`src/rtl/aurora_tx_arbiter_if.sv`:
```
// ============================================================================
// Module   : aurora_tx_arbiter_if
// Brief    : AXI-Stream bundle (tvalid/tready/tdata/tlast) with master/slave views.
// Revision : 1.0 - initial release
// ============================================================================
`default_nettype none

interface aurora_tx_arbiter_if #(
   parameter int DATA_WIDTH = 32
);
   logic                  tvalid;
   logic                  tready;
   logic [DATA_WIDTH-1:0] tdata;
   logic                  tlast;

   modport master (output tvalid, output tdata, output tlast, input  tready);
   modport slave  (input  tvalid, input  tdata, input  tlast, output tready);
endinterface

`default_nettype wire

```
`src/rtl/aurora_tx_arbiter.sv`:
```
// ============================================================================
// Module   : aurora_tx_arbiter
// Brief    : Frame-locked round-robin arbiter of two AXI-Stream requesters onto
//            the Aurora TX slave port, with max frame length and inter-frame gap.
//            Optional per-requester frame counters: AURORA_TX_ARB_STATS_EN.
// Revision : 1.0 - initial release
// ============================================================================
`default_nettype none

module aurora_tx_arbiter #(
   parameter int DATA_WIDTH = 32,
   parameter int MAX_WORDS  = 64,
   parameter int GAP_CYCLES = 4
) (
   input  logic                user_clk,
   input  logic                sys_reset_n,
   input  logic                channel_up,
   aurora_tx_arbiter_if.slave  s0_axis,
   aurora_tx_arbiter_if.slave  s1_axis,
   aurora_tx_arbiter_if.master m_axis,
   output logic [1:0]          grant,
   output logic [15:0]         drop_count,
   output logic                oversize_err
`ifdef AURORA_TX_ARB_STATS_EN
   ,
   output logic [31:0]         frame_count0,
   output logic [31:0]         frame_count1
`endif
);

   localparam logic [1:0] c_idle  = 2'd0;
   localparam logic [1:0] c_xfer  = 2'd1;
   localparam logic [1:0] c_flush = 2'd2;
   localparam logic [1:0] c_gap   = 2'd3;

   localparam logic [7:0] c_max_last = 8'(MAX_WORDS - 1);
   localparam logic [3:0] c_gap_last = 4'(GAP_CYCLES - 1);
   localparam logic [1:0] c_after    = (GAP_CYCLES == 0) ? c_idle : c_gap;

   logic [1:0]  r_state;
   logic        r_owner;
   logic        r_last;
   logic [7:0]  r_word_cnt;
   logic [3:0]  r_gap_cnt;
   logic [15:0] r_drop;
   logic        r_oversize;

   logic                  w_sel_valid;
   logic                  w_sel_last;
   logic [DATA_WIDTH-1:0] w_sel_tdata;
   logic                  w_sel_ready;
   logic                  w_in_xfer;
   logic                  w_in_flush;
   logic                  w_pick;
   logic                  w_start;
   logic                  w_at_limit;
   logic                  w_hs;
   logic                  w_end_ok;
   logic                  w_trunc;
   logic                  w_flush_acc;

   assign w_sel_valid = r_owner ? s1_axis.tvalid : s0_axis.tvalid;
   assign w_sel_last  = r_owner ? s1_axis.tlast  : s0_axis.tlast;
   assign w_sel_tdata = r_owner ? s1_axis.tdata  : s0_axis.tdata;

   assign w_in_xfer  = (r_state == c_xfer);
   assign w_in_flush = (r_state == c_flush);

   // Both requesting: serve the one not served last; otherwise the lone requester.
   assign w_pick  = (s0_axis.tvalid && s1_axis.tvalid) ? ~r_last : s1_axis.tvalid;
   assign w_start = (r_state == c_idle) && channel_up && (s0_axis.tvalid || s1_axis.tvalid);

   assign w_at_limit  = (r_word_cnt == c_max_last);
   assign w_hs        = w_in_xfer && w_sel_valid && m_axis.tready;
   assign w_end_ok    = w_hs && w_sel_last;
   assign w_trunc     = w_hs && !w_sel_last && w_at_limit;
   assign w_flush_acc = w_in_flush && w_sel_valid;

   always_comb begin
      w_sel_ready     = w_in_xfer ? m_axis.tready : w_in_flush;
      m_axis.tvalid   = w_in_xfer && w_sel_valid;
      m_axis.tdata    = w_sel_tdata;
      m_axis.tlast    = w_in_xfer && (w_sel_last || w_at_limit);
      s0_axis.tready  = !r_owner && w_sel_ready;
      s1_axis.tready  = r_owner && w_sel_ready;
      grant           = (w_in_xfer || w_in_flush) ? {r_owner, ~r_owner} : 2'b00;
   end

   assign drop_count   = r_drop;
   assign oversize_err = r_oversize;

   always_ff @(posedge user_clk or negedge sys_reset_n) begin
      if (!sys_reset_n) begin
         r_state    <= c_idle;
         r_owner    <= 1'b0;
         r_last     <= 1'b1;
         r_word_cnt <= 8'd0;
         r_gap_cnt  <= 4'd0;
         r_drop     <= 16'd0;
         r_oversize <= 1'b0;
      end else begin
         r_oversize <= w_trunc;
         case (r_state)
            c_idle: begin
               if (w_start) begin
                  r_owner    <= w_pick;
                  r_word_cnt <= 8'd0;
                  r_state    <= c_xfer;
               end
            end
            c_xfer: begin
               if (w_hs) begin
                  r_word_cnt <= r_word_cnt + 8'd1;
               end
               // Any way the frame leaves XFER counts as served, so contention keeps alternating.
               if (w_end_ok) begin
                  r_last    <= r_owner;
                  r_gap_cnt <= 4'd0;
                  r_state   <= c_after;
               end else if (w_trunc || !channel_up) begin
                  r_last    <= r_owner;
                  r_state   <= c_flush;
               end
            end
            c_flush: begin
               if (w_flush_acc && (r_drop != 16'hFFFF)) begin
                  r_drop <= r_drop + 16'd1;
               end
               if (w_flush_acc && w_sel_last) begin
                  r_gap_cnt <= 4'd0;
                  r_state   <= c_after;
               end
            end
            c_gap: begin
               if (r_gap_cnt == c_gap_last) begin
                  r_state <= c_idle;
               end else begin
                  r_gap_cnt <= r_gap_cnt + 4'd1;
               end
            end
            default: r_state <= c_idle;
         endcase
      end
   end

`ifdef AURORA_TX_ARB_STATS_EN
   logic [31:0] r_frames0;
   logic [31:0] r_frames1;
   logic        w_frame_done;

   assign w_frame_done = w_end_ok || w_trunc;
   assign frame_count0 = r_frames0;
   assign frame_count1 = r_frames1;

   always_ff @(posedge user_clk or negedge sys_reset_n) begin
      if (!sys_reset_n) begin
         r_frames0 <= 32'd0;
         r_frames1 <= 32'd0;
      end else if (w_frame_done) begin
         if (r_owner) begin
            r_frames1 <= r_frames1 + 32'd1;
         end else begin
            r_frames0 <= r_frames0 + 32'd1;
         end
      end
   end
`endif

endmodule

`default_nettype wire
```
`src/flat_wrapper.sv`:
```
// flat-port wrapper written by rule: the top's interface ports become plain ports
module aurora_tx_arbiter_flat 
#(
   parameter int DATA_WIDTH = 32,
   parameter int MAX_WORDS  = 64,
   parameter int GAP_CYCLES = 4
)
  (user_clk, sys_reset_n, channel_up, grant, drop_count, oversize_err, s0_axis_tvalid, s0_axis_tdata, s0_axis_tlast, s0_axis_tready, s1_axis_tvalid, s1_axis_tdata, s1_axis_tlast, s1_axis_tready, m_axis_tvalid, m_axis_tdata, m_axis_tlast, m_axis_tready);
  aurora_tx_arbiter_if #(.DATA_WIDTH(DATA_WIDTH)) s0_axis_i ();
  aurora_tx_arbiter_if #(.DATA_WIDTH(DATA_WIDTH)) s1_axis_i ();
  aurora_tx_arbiter_if #(.DATA_WIDTH(DATA_WIDTH)) m_axis_i ();
  input  logic user_clk;
  input  logic sys_reset_n;
  input  logic channel_up;
  output logic [1:0] grant;
  output logic [15:0] drop_count;
  output logic oversize_err;
  input wire logic [$bits(s0_axis_i.tvalid)-1:0] s0_axis_tvalid;
  input wire logic [$bits(s0_axis_i.tdata)-1:0] s0_axis_tdata;
  input wire logic [$bits(s0_axis_i.tlast)-1:0] s0_axis_tlast;
  output wire logic [$bits(s0_axis_i.tready)-1:0] s0_axis_tready;
  input wire logic [$bits(s1_axis_i.tvalid)-1:0] s1_axis_tvalid;
  input wire logic [$bits(s1_axis_i.tdata)-1:0] s1_axis_tdata;
  input wire logic [$bits(s1_axis_i.tlast)-1:0] s1_axis_tlast;
  output wire logic [$bits(s1_axis_i.tready)-1:0] s1_axis_tready;
  output wire logic [$bits(m_axis_i.tvalid)-1:0] m_axis_tvalid;
  output wire logic [$bits(m_axis_i.tdata)-1:0] m_axis_tdata;
  output wire logic [$bits(m_axis_i.tlast)-1:0] m_axis_tlast;
  input wire logic [$bits(m_axis_i.tready)-1:0] m_axis_tready;
  assign s0_axis_i.tvalid = s0_axis_tvalid;
  assign s0_axis_i.tdata = s0_axis_tdata;
  assign s0_axis_i.tlast = s0_axis_tlast;
  assign s0_axis_tready = s0_axis_i.tready;
  assign s1_axis_i.tvalid = s1_axis_tvalid;
  assign s1_axis_i.tdata = s1_axis_tdata;
  assign s1_axis_i.tlast = s1_axis_tlast;
  assign s1_axis_tready = s1_axis_i.tready;
  assign m_axis_tvalid = m_axis_i.tvalid;
  assign m_axis_tdata = m_axis_i.tdata;
  assign m_axis_tlast = m_axis_i.tlast;
  assign m_axis_i.tready = m_axis_tready;
  aurora_tx_arbiter #(.DATA_WIDTH(DATA_WIDTH), .MAX_WORDS(MAX_WORDS), .GAP_CYCLES(GAP_CYCLES)) u_core (.user_clk(user_clk), .sys_reset_n(sys_reset_n), .channel_up(channel_up), .s0_axis(s0_axis_i), .s1_axis(s1_axis_i), .m_axis(m_axis_i), .grant(grant), .drop_count(drop_count), .oversize_err(oversize_err));
endmodule
```
`config.mk`:
```
export PLATFORM = sky130hd
export DESIGN_NAME = aurora_tx_arbiter_flat
export DESIGN_NICKNAME = d
export VERILOG_FILES = /design/src/rtl/aurora_tx_arbiter_if.sv /design/src/rtl/aurora_tx_arbiter.sv /design/src/flat_wrapper.sv
export SDC_FILE = /design/constraint.sdc
export NUM_CORES = 1
export LEC_CHECK = 0
export ABC_AREA = 1
export BUFFER_PORTS_ARGS = -buffer_cell sky130_fd_sc_hd__buf_2
export CORE_ASPECT_RATIO = 0.5
export CORE_MARGIN = 4
export CORE_UTILIZATION = 46
export DETAILED_ROUTE_END_ITERATION = 7
export HOLD_SLACK_MARGIN = 0.05
export PLACE_DENSITY = 0.81
export SLEW_MARGIN = 5
export SYNTH_ARGS = -nofsm -noshare
export SYNTH_HDL_FRONTEND = slang
export SYNTH_SLANG_ARGS = --single-unit
```
`constraint.sdc`:
```
create_clock -name user_clk -period 1.72 [get_ports user_clk]
set_input_delay 0.344 -clock user_clk [delete_from_list [all_inputs] [get_ports user_clk]]
set_output_delay 0.344 -clock user_clk [all_outputs]
set_load 0.005 [all_outputs]
```
Word level (Yosys, flattened, before mapping)
Index checks and enable logic that the tools add are counted.
Storage, ports and cells
  register bits after elaboration: 33
  output and inout bits: 55
  logic and storage cells: 77
Cells by class
  $add $sub $neg: 3
  equality and inequality tests: 13
  muxes and demuxes: 21
  bitwise logic cells: 2
  reduce and logical (&&, ||, !) cells: 31
Operators by type and width (count)
  32-bit two-way mux: 1
  16-bit by 1-bit adder with 16-bit output (second input constant): 1
  8-bit two-way mux: 2
  16-bit inequality test (second input constant): 1
  8-bit one-hot mux with 2 select lines: 1
  1-bit logical AND: 14
  2-bit two-way mux: 6
  4-bit two-way mux: 3
  4-bit one-hot mux with 3 select lines: 1
  8-bit by 1-bit adder with 8-bit output (second input constant): 1
  8-bit by 6-bit == test with 1-bit output (second input constant): 1
  2-bit inequality test (second input constant): 4
  2-bit one-hot mux with 4 select lines: 1
  4-bit AND reduction: 2
  1-bit two-way mux: 6
  2-bit AND reduction: 3
  4-bit by 1-bit adder with 4-bit output (second input constant): 1
  2-bit == test (second input constant): 2
  4-bit by 2-bit == test with 1-bit output (second input constant): 1
  1-bit logical OR: 4
  2-bit by 1-bit inequality test with 1-bit output (second input constant): 2
  2-bit nonzero test: 2
  1-bit zero test: 3
  3-bit inequality test (second input constant): 1
  5 further kinds: 6

Depth between registers and ports, before layout
  depth after elaboration: 9
  depth in mapped cells: 12
  depth with buffers taken out: 11

Least setup slack after synthesis
OpenSTA, ideal clock, no wires.
  path kind: register to register
  from: register u_core.r_state[1]
  to: register u_core.r_word_cnt[5]
  setup time: 0.127 ns
  arrival time: 1.402 ns
  slack: 0.191 ns
  stages on the path, launching flop included: 11
  buffers on the path: 2
  cell sequence: dfrtp_1 inv_1 ha_1 buf_2 inv_1 nand2_1 nand2_1 nand2_2 buf_4 nand2_1 o21ai_0
On the way
  cells in the longest elaborated chain, start to end: 5
Ends and longest elaborated chain
  from (decl): RTL line aurora_tx_arbiter.sv:40  | logic [1:0] r_state;
  from (signal assigned): RTL line aurora_tx_arbiter.sv:94  | r_state <= c_idle;
  from (signal assigned): RTL line aurora_tx_arbiter.sv:108  | r_state <= c_xfer;
  from (signal assigned): RTL line aurora_tx_arbiter.sv:119  | r_state <= c_after;
  2-bit by 1-bit == test with 1-bit output or 2-bit zero test (tied branches): RTL line aurora_tx_arbiter.sv:66, aurora_tx_arbiter.sv:103, aurora_tx_arbiter.sv:71
  1-bit logical AND (on tied branches) (2 in a row): RTL line aurora_tx_arbiter.sv:74, aurora_tx_arbiter.sv:71
  2-bit inequality test (no source line) or 2-bit by 1-bit inequality test with 1-bit output (tied branches)
  3-bit AND reduction (no source line)
  to (signal assigned): RTL line aurora_tx_arbiter.sv:113  | r_word_cnt <= r_word_cnt + 8'd1;
  to (decl): RTL line aurora_tx_arbiter.sv:43  | logic [7:0] r_word_cnt;
Several ways; a longest one is shown, not always the timed one.
A chain may end at the register's enable or synchronous reset.

Worst setup path after layout
  from: register u_core.r_word_cnt[6]
  to: output m_axis_tlast
On the way
  cells in the longest elaborated chain, start to end: 3
Ends and longest elaborated chain
  8-bit by 6-bit == test with 1-bit output: RTL line aurora_tx_arbiter.sv:73  | assign w_at_limit = (r_word_cnt == c_max_last);
  1-bit logical OR: RTL line aurora_tx_arbiter.sv:83  | m_axis.tlast = w_in_xfer && (w_sel_last || w_at_limit);
  1-bit logical AND: RTL line aurora_tx_arbiter.sv:83
  to (decl): RTL line flat_wrapper.sv:28  | output wire logic [$bits(m_axis_i.tlast)-1:0] m_axis_tlast;
Every way passes these cells.

==> key figures <==
Run status
  – Outcome: complete, but fails checks
  – Failing checks: negative setup slack

STA
  – Min cycle time layout: approximately 1.8 ns
  – Unrepaired setup endpoints after global routing: true
  – Max Clock Skew: between 0.005 and 0.006 ns
  – Worst Max-Slew Pin Slew: between 0.4 and 0.5 ns
  – Relative slew slack: 67.03%
  – Final Hold Fails: 0
  – Setup Viol. Count Final: 4
  – Setup ws final: -0.05631 ns
  – Slew Viols, Final: 0
  – Max Fclk: around 560 MHz
  – Final Cycle Share: 103.3%

Flow run
  – Maxcap violations: 0

Synthesis
  – Yosys top cell by area: dfrtp_1
  – Synthesized Nets: 464
  – Mapped Area: 2437 sq um
  – Ys async rst share: 100.0%
  – Top-area cell type share of the netlist area: 32.85%
  – Synth cell types: 30
  – Main synth FF type: dfrtp_1
  – #FFs+latches synth: 33
  – Yosys warns: 0
  – Post-synth EDFFs: 0
  – Mapped Cells: 384
  – Syn Area/Cell: 6.347 sq um
  – Sequential share of the synthesized area: 33.93%
  – Top cells by area, synth: dfrtp_1 33%, nand2_1 30%, nand3_1 4.5%

Clock tree
  – Worst-Skew Late Latency: 0.29 ns
  – H-tree depth: 2
  – Cts hold-fix bufs: 0
  – CTS max path bufs: 2
  – Reg clk slew, reported paths: roughly 0.070 ns
  – CTS root buf: clkbuf_8
  – CTS tree: done
  – CTS Buf Count: 5
  – Clock Sinks: 33

Critical path
  – Startpoint Class: flop
  – Reg-to-Reg End: u_core.r_word_cnt[0]
  – FF-to-FF Start: u_core.r_state[0]
  – Endpoint required time on the critical path: roughly 1.4 ns
  – Setup CP Type: flop to output port
  – Crit. Startpoint: u_core.r_word_cnt[6]
  – CP Capture Type: output port
  – Crit path max fanout: 4
  – R2R cell count: 9
  – Endpoint arrival time on the critical path: 1.43 ns
  – Flop2flop setup slack: 0.07 ns

Floorplanning
  – Ports: 127
  – Chip Width: 110.9 um
  – Die area: between 6000 and 7000 sq um
  – Site Rows: 18
  – Initial Util: 48.53%
  – Die height: 59.47 um
  – Core area: 5022 sq um

Final layout
  – Commonest non-fill, non-tap cell in the layout: nand2_1
  – Most frequent cells in the layout: 190 x nand2_1, 126 x buf_2, 31 x dfrtp_1
  – Area grow syn2layout: 43.12%
  – Post-Layout Cell Count: 598
  – Finished Core Util: 69.46%
  – Fraction of layout cells with a size suffix above 1: a little over a third
  – Final instance area: 3488 sq um
  – Post-layout nets: 607
  – Inserted Diodes: 0

Global route
  – First-pass GRT wire length: between 10000 and 15000 um
  – Overall Global Routing Usage: 22.04%
  – Antenna violations before repair: 0
  – Vias in the first global route: 2619
  – Grt ovf: 0
  – Largest net degree at the start of global routing: 38

Drt
  – DR pass1 iterations: 4
  – Via count: around 3000
  – Met1 WL: 2918 um
  – Wire length on met3: 737 um
  – DR WL met2: approximately 4000 um
  – Avg WL per Cell: 13.03 um
  – Post-route DRC violation count: 0
  – Drt total wl: ~8000 um
  – DR top layer: met4
  – Vias per inst: 4.896
  – 1st-iter DRT viols: between 200 and 250
  – Antenna Violating Nets Remaining: 0

Power and ir drop
  – Cell area power density: roughly 1300 nW/um^2
  – Leak: 1.969 nW
  – Peak VDD IR: 0.6102 mV

Place
  – Post-Place Cell Area: approximately 3100 sq um
  – Pre-CTS setup slack: 0.001059 ns
  – Port Buffers: roughly 130
  – Estimated wirelength of the detail-placed design: 5425 um
  – Inst Count DP: 574
  – Routability Congestion: 0.8851

Hold path
  – Min-delay worst type: primary input to asynchronous set/reset pin
## worst max-delay path, stage by stage, from the launching register on
cell     delay, ns
dfrtp_1       0.43
inv_1         0.11
nand2_1       0.10
nor3_4        0.19
nor2_1        0.07
nor2_1        0.12
buf_2         0.14
## how the worst max path moves through the flow
stage / to / slack (ns) / cells after the start
5_1_grt: m_axis_tlast / -0.09 / 6
2_1_floorplan: u_core.r_word_cnt[5] / 0.19 / 10
4_1_cts: m_axis_tlast / -0.006 / 6
3_5_place_dp: u_core.r_state[1] / 0.001 / 10
3_3_place_gp: u_core.r_state[1] / 0.05 / 10
6_report: m_axis_tlast / -0.06 / 6
## final cells by class
class	instances	area, sq um
Fill cell	414	1534
Multi-Input combinational cell	309	1519
Sequential cell	33	828.3
Timing Repair Buffer	147	815.8
Inverter	31	121.4
Tap cell	70	87.58
Clock buffer	7	86.33
Clock inverter	1	30.03
## state kept, by name, summed over array words and instances (netlist names)
name / cells
u_core.r_state: 2
u_core.r_last: 1
u_core.r_gap_cnt: 4
u_core.r_word_cnt: 8
u_core.oversize_err: 1
u_core.r_owner: 1
u_core.drop_count: 16
## Yosys cell counts (2+ instances only)
cell	n
ha_1	8
o21ai_2	3
o21bai_1	2
nor2_1	24
nand3_1	22
nor2_2	2
o31ai_1	3
buf_6	2
inv_2	2
dfrtp_1	32
o21ai_0	12
inv_1	28
nand2_1	193
xnor2_1	4
or2_2	2
nand2_2	2
xor2_1	9
clkbuf_1	7
o21ai_1	4
nand4_1	2
a21oi_1	5
nor3_1	8
## per-layer routing
layer / vias to the layer above / track usage [%]
li1: 1479 / -
met2: 105 / 39.91
met1: 1334 / 24.76
met4: 0 / 6.667
met3: 10 / 8.461
met5: - / 0
## what timing repair did
action,4_1_cts,5_1_grt
pin swaps,3,5
setup buffers,10,6
resized for setup,12,23
endpoints found under the setup margin,8,65
## metrics by stage
stage / TNS, ns / total power, mW / hold WS, ns
after global placement: 0 / 3.258 / 0.3946
final: -0.06395 / 4.532 / 0.07068
after CTS: -0.01087 / 4.246 / 0.08802
after detailed placement: 0 / 3.301 / 0.3953
after floorplan: 0 / 2.491 / 0.04841
after global routing: -0.4200 / 4.907 / 0.1241
## cell families (layout without fill, tap and decap cells)
group,Yosys count,count (layout),share of synthesized area (%)
simple gates,258,258,42.66
compound gates,30,30,7.238
buf+inv,42,186,7.392
flops,33,33,33.93
xor+xnor,13,13,4.671
fa+ha+maj,8,8,4.107
## power by group
part / switching [mW] / leakage, nW / internal, mW
registers: 0.167 / 0.440 / 0.940
logic: 1.54 / 1.47 / 1.11
clock network: 0.302 / 0.0585 / 0.473
total: 2.01 / 1.97 / 2.52
No activity file was read; power rests on OpenSTA's default activity.
